File: config.mk
export PLATFORM = sky130hd
export DESIGN_NAME = router_fsm_nch
export DESIGN_NICKNAME = d
export VERILOG_FILES = /design/src/rtl/router_fsm_nch.sv
export SDC_FILE = /design/constraint.sdc
export NUM_CORES = 1
export LEC_CHECK = 0
export BUFFER_PORTS_ARGS = -buffer_cell sky130_fd_sc_hd__clkbuf_2
export CAP_MARGIN = 10
export CORE_MARGIN = 1
export CORE_UTILIZATION = 46
export CTS_CLUSTER_DIAMETER = 50
export DETAILED_ROUTE_END_ITERATION = 10
export PLACE_DENSITY = 0.73
export SYNTH_ARGS = -nofsm -noshare
export SYNTH_HDL_FRONTEND = slang
export SYNTH_SLANG_ARGS = --single-unit
File: constraint.sdc
create_clock -name clock -period 2.2 [get_ports clock]
set_clock_uncertainty 0.15 [all_clocks]
set_input_delay 0.22 -clock clock [delete_from_list [all_inputs] [get_ports clock]]
set_output_delay 0.22 -clock clock [all_outputs]
set_load 0.03 [all_outputs]
File: src/rtl/router_fsm_nch.sv
// router_fsm_nch
//   Control FSM for the 1xN router. Sequences header decode, first-data
//   load, payload load, FIFO-full stall, parity load and parity check
//   for NUM_PORTS output FIFOs. It also handles three extra cases:
//     - headers addressed to a port that does not exist are dropped,
//     - waiting for a busy FIFO to drain is bounded by WAIT_TIMEOUT,
//     - only the soft reset of the latched port is honoured.
//   All decode outputs are registered. They are computed from the next
//   state, so each one lines up with the state register.
//
// Ports
//   clock, resetn      rising-edge clock, async active-low reset
//   pkt_valid          source byte valid
//   data_in            header address bits
//   parity_done        parity byte written by the register block
//   low_pkt_valid      pkt_valid fell while stalled on full
//   fifo_full          full flag of the addressed FIFO
//   fifo_empty         per-port empty flags
//   soft_reset         per-port read-timeout soft resets
//   detect_add..drop_state  state decodes
//   write_enb_reg      FIFO write enable
//   busy               backpressure to the source
//   addr_q             latched destination address
//   bad_addr           1-cycle pulse, header addressed an illegal port
//   timeout_err        1-cycle pulse, wait-till-empty timed out
module router_fsm_nch #(
  parameter int NUM_PORTS    = 3,
  parameter int ADDR_W       = 2,
  parameter int WAIT_TIMEOUT = 30
) (
  input  logic                 clock,
  input  logic                 resetn,
  input  logic                 pkt_valid,
  input  logic [ADDR_W-1:0]    data_in,
  input  logic                 parity_done,
  input  logic                 low_pkt_valid,
  input  logic                 fifo_full,
  input  logic [NUM_PORTS-1:0] fifo_empty,
  input  logic [NUM_PORTS-1:0] soft_reset,
  output logic                 detect_add,
  output logic                 lfd_state,
  output logic                 ld_state,
  output logic                 laf_state,
  output logic                 full_state,
  output logic                 rst_int_reg,
  output logic                 write_enb_reg,
  output logic                 busy,
  output logic                 drop_state,
  output logic [ADDR_W-1:0]    addr_q,
  output logic                 bad_addr,
  output logic                 timeout_err
);

  localparam int NSLOT = 2**ADDR_W;
  localparam int CW    = $clog2(WAIT_TIMEOUT + 1);
  localparam logic [ADDR_W:0] NP    = NUM_PORTS[ADDR_W:0];
  localparam logic [CW-1:0]   TO_M1 = CW'(WAIT_TIMEOUT - 1);

  typedef enum logic [3:0] {
    S_DECODE,
    S_LFD,
    S_LD,
    S_LP,
    S_FULL,
    S_LAF,
    S_WAIT,
    S_CPE,
    S_DROP
  } state_t;

  state_t          r_state;
  state_t          w_nxt;
  logic [CW-1:0]   r_cnt;
  logic            w_bad;
  logic            w_to;

  // Flags widened to the full address space so any address indexes
  // safely; slots past NUM_PORTS read as 0.
  logic [NSLOT-1:0] w_emp_pad;
  logic [NSLOT-1:0] w_sr_pad;
  logic             w_emp_in;
  logic             w_emp_q;
  logic             w_sr;
  logic             w_addr_bad;

  always_comb begin
    w_emp_pad                = '0;
    w_emp_pad[NUM_PORTS-1:0] = fifo_empty;
    w_sr_pad                 = '0;
    w_sr_pad[NUM_PORTS-1:0]  = soft_reset;
  end

  assign w_emp_in   = w_emp_pad[data_in];
  assign w_emp_q    = w_emp_pad[addr_q];
  assign w_sr       = w_sr_pad[addr_q];
  assign w_addr_bad = ({1'b0, data_in} >= NP);

  always_comb begin
    w_nxt = r_state;
    w_bad = 1'b0;
    w_to  = 1'b0;
    // Soft reset of the latched port overrides every transition
    if (r_state != S_DECODE && w_sr) begin
      w_nxt = S_DECODE;
    end else begin
      case (r_state)
        S_DECODE: if (pkt_valid) begin
          if (w_addr_bad) begin
            w_nxt = S_DROP;
            w_bad = 1'b1;
          end else if (w_emp_in) begin
            w_nxt = S_LFD;
          end else begin
            w_nxt = S_WAIT;
          end
        end
        S_LFD:  w_nxt = S_LD;
        S_LD: begin
          if (fifo_full)       w_nxt = S_FULL;
          else if (!pkt_valid) w_nxt = S_LP;
        end
        S_LP:   w_nxt = S_CPE;
        S_FULL: if (!fifo_full) w_nxt = S_LAF;
        S_LAF: begin
          if (parity_done)        w_nxt = S_DECODE;
          else if (low_pkt_valid) w_nxt = S_LP;
          else                    w_nxt = S_LD;
        end
        S_CPE:  w_nxt = fifo_full ? S_FULL : S_DECODE;
        S_WAIT: begin
          // A drained FIFO wins over a timeout in the same cycle
          if (w_emp_q) begin
            w_nxt = S_LFD;
          end else if (r_cnt == TO_M1) begin
            w_nxt = S_DROP;
            w_to  = 1'b1;
          end
        end
        S_DROP: if (!pkt_valid) w_nxt = S_DECODE;
        default: w_nxt = S_DECODE;
      endcase
    end
  end

  always_ff @(posedge clock or negedge resetn) begin
    if (!resetn) begin
      r_state       <= S_DECODE;
      r_cnt         <= '0;
      addr_q        <= '0;
      bad_addr      <= 1'b0;
      timeout_err   <= 1'b0;
      detect_add    <= 1'b1;
      lfd_state     <= 1'b0;
      ld_state      <= 1'b0;
      laf_state     <= 1'b0;
      full_state    <= 1'b0;
      rst_int_reg   <= 1'b0;
      drop_state    <= 1'b0;
      write_enb_reg <= 1'b0;
      busy          <= 1'b0;
    end else begin
      r_state <= w_nxt;
      if (r_state == S_DECODE && pkt_valid) addr_q <= data_in;
      // Counter only runs while staying in WAIT, so it is 0 on entry
      r_cnt         <= (r_state == S_WAIT && w_nxt == S_WAIT) ? r_cnt + 1'b1 : '0;
      bad_addr      <= w_bad;
      timeout_err   <= w_to;
      detect_add    <= (w_nxt == S_DECODE);
      lfd_state     <= (w_nxt == S_LFD);
      ld_state      <= (w_nxt == S_LD);
      laf_state     <= (w_nxt == S_LAF);
      full_state    <= (w_nxt == S_FULL);
      rst_int_reg   <= (w_nxt == S_CPE);
      drop_state    <= (w_nxt == S_DROP);
      write_enb_reg <= (w_nxt == S_LD) || (w_nxt == S_LP) || (w_nxt == S_LAF);
      busy          <= !((w_nxt == S_DECODE) || (w_nxt == S_LD) || (w_nxt == S_DROP));
    end
  end

endmodule

==> run_results.csv <==
group,metric,value,unit
status,status,"complete, no violations",
clock_tree,cts_buffers,3,
yosys,synth_area_leaders,"dfrtp_1, nor2_1, mux2i_1, o32ai_4, dfstp_2",
power_and_ir_drop,combPwrFrac,47.9,%
placement,io_buffers,26,
yosys,synth_common_cells,"dfrtp_1, nor2_1, inv_1, mux2i_1, o21ai_0",
yosys,synth_top_area_cell,"dfrtp_1",
clock_tree,cts_resized,0,
clock_tree,cts_buffer_depth,2,
yosys,ys_seq_area_share,49.4,%
clock_tree,cts_sinks,22,
sta,fin_setup_tns,0,ps
layout,seqCellArea,552,sq um
floorplan,die-area,2630,sq um
sta,setup_ws,97.4,ps
global_route,grt_pass1_vias,872,
critical_path,criticalPathCategory,"flop to flop",
yosys,synthCells,103,
critical_path,r2r_setup_slack,100,ps
power_and_ir_drop,peakVddDrop,0.000761,V
critical_path,slowest_delay,460,ps
sta,report.final.slew_viol_count,0,
yosys,synth_nets,119,
yosys,ys.flop_type,"dfrtp_1",
yosys,synth_edf_count,0,
placement,dpl_cell_area,1290,sq um
layout,multi_input_comb_area,522,sq um
yosys,yosys_warnings,0,
layout,design_area,1350,sq um
power_and_ir_drop,swShare,40.4,%
sta,slew_headroom,64.7,%
drt,routedWlPerCell,12.9,um
placement,hpwl,1.60,mm
sta,fin_crit_sh,95.6,%
floorplan,initial_utilization,49.5,%
power_and_ir_drop,clkPwrFrac,17.9,%
job,max-cap-violations,0,
yosys,synth_area_per_cell,10.8,sq um
power_and_ir_drop,p_leak,0.648,nW
hold_path,hold_class,"input port to flop",
drt,drt_iter0_drc,10,
yosys,synth_most_common_cell,"dfrtp_1",
global_route,grt_pass1_wl,3.68,mm
floorplan,fp.dieH,51.3,um
power_and_ir_drop,seq_power_share,34.2,%
critical_path,critPathMaxFanout,6,
yosys,async_flop_share,100,%
sta,fmax,476,MHz
clock_tree,root_buffer,"clkbuf_4",
global_route,grt_max_degree,23,
critical_path,cp_data_arrival_time,2140,ps
drt,avgViaCountPerCell,5.51,
floorplan,core_region_area,2250,sq um
power_and_ir_drop,switchingPower,0.000695,W
drt,drc_errors,0,
clock_tree,htree_levels,1,
critical_path,start_kind,"flop",
drt,firstDrtPassIters,4,
global_route,grt_antenna_before_repair,0,
layout,regMostFlops,"r_cnt",
floorplan,ios,27,
sta,setup_viol,0,
layout,largest_register_ffs,5,
layout,final_util,59.9,%
global_route,grt_usage,19.1,%
yosys,synth_seq_cells,22,
yosys,synth_top_area_share,47.1,%
layout,reg.largest.list,"r_cnt: 5 flops, r_state: 4 flops, addr_q: 2 flops",
yosys,syn-cell-area,1120,sq um
clock_tree,worstSkewPairLatency,310,ps
power_and_ir_drop,internal-power,0.00103,W
layout,fill_cells,210,
critical_path,endpoint_kind,"flop",
clock_tree,cts_tree,"yes",
drt,drtAntennaViolNets,0,
layout,syn2layout_area_growth,21.0,%
sta,timing_hold_violations_final,0,
sta,rsz0062_at_grt,"false",
layout,drive_above_1_share,32.8,%
global_route,grt_overflow_total,0,
sta,post-route-min-period,2100,ps
drt,via_count,893,
power_and_ir_drop,power_density,1280,nW/um^2
drt,wirelength,2.09,mm
critical_path,slowest_stage,"dfrtp_1",
placement,place_ws,125,ps
layout,final_nets,151,
layout,antennaDiodeCount,0,
clock_tree,clk_pin_slew,120,ps
critical_path,path_cells,"or3_4 -> or3b_4 -> o32ai_4 -> nor2b_1 -> nor4b_1",
sta,worst_pin_slew,527,ps
critical_path,required,2240,ps
placement,gp_congestion,0.753,
floorplan,row_count,17,
floorplan,die_w,51.3,um
yosys,synth.distinct_cells,46,
-- placed cells by master (no fill, tap or decap), types with 3 or more instances in the layout --
master | netlist | final
buf_4 | 0 | 4
dfrtp_1 | 21 | 21
o21ai_0 | 4 | 4
nand2_1 | 3 | 3
clkbuf_2 | 0 | 26
nor2_1 | 16 | 16
clkbuf_4 | 0 | 3
inv_1 | 4 | 4
mux2i_1 | 4 | 4
-- cell families after synthesis --
logic type	after synthesis	synth area share, %
buffers and inverters	9	3.81
adders and majority gates	3	3.25
and+or+nand+nor	41	21.5
muxes	6	5.61
DFF	22	49.4
AOI/OAI and AO/OA	19	14.0
xor gates and xnor gates	3	2.35
-- repair_timing --
item,in CTS,in global routing
hold endpoints to repair,21,0
hold buffers,1,0
buffers inserted,0,0
-- through the flow --
stage / power, W / std cells / hold slack [ps]
floorplan: 0.00121 / 103 / -226
global placement: 0.00140 / 157 / 70.2
detailed placement: 0.00142 / 157 / 74.4
CTS: 0.00173 / 162 / 33.5
global route: 0.00183 / 162 / 62.1
finish: 0.00172 / 162 / 39.6
-- worst max-delay path, delay by kind of cell, from the launching register on --
family             cells  cell delay, ps
AOI/OAI and AO/OA      1             310
and+or+nand+nor        4            1060
DFF                    1             460
-- layer usage --
metal	track usage [%]	wire [um]	share of wire [%]
met1	24.6	925	44
met2	31.8	1050	50
met3	3.57	82	3.9
met4	6.76	27	1.3
met5	0	0	0
-- area by class of cell --
type / count / area share (%)
flip-flops and latches: 22 / 40.9
inverters: 5 / 1.39
well taps: 28 / 2.60
clock buffers: 3 / 1.67
clock inverters: 1 / 2.22
multi-input cells: 72 / 38.6
repair buffers: 31 / 12.6
-- power by group through the flow --
stage	combinational, W	sequential, W	clock [W]
floorplan	0.000478	0.000732	0
global placement	0.000807	0.000592	0
detailed placement	0.000824	0.000598	0
CTS	0.000829	0.000588	0.000313
global route	0.000900	0.000603	0.000323
finish	0.000824	0.000589	0.000309
-- final timing paths --
check	start	endpoint	depth (start not counted)
setup / recovery	r_state[2]$_DFF_PN0_	lfd_state$_DFF_PN0_	5
hold / removal	data_in[0]	addr_q[0]$_DFFE_PN0P_	2
setup reg to reg	r_state[2]$_DFF_PN0_	lfd_state$_DFF_PN0_	5
hold reg to reg	r_cnt[0]$_DFF_PN0_	r_cnt[0]$_DFF_PN0_	1
max in group asynchronous	resetn	detect_add$_DFF_PN1_	2
min in group asynchronous	resetn	laf_state$_DFF_PN0_	2
Power figures use the tool's default switching activity.
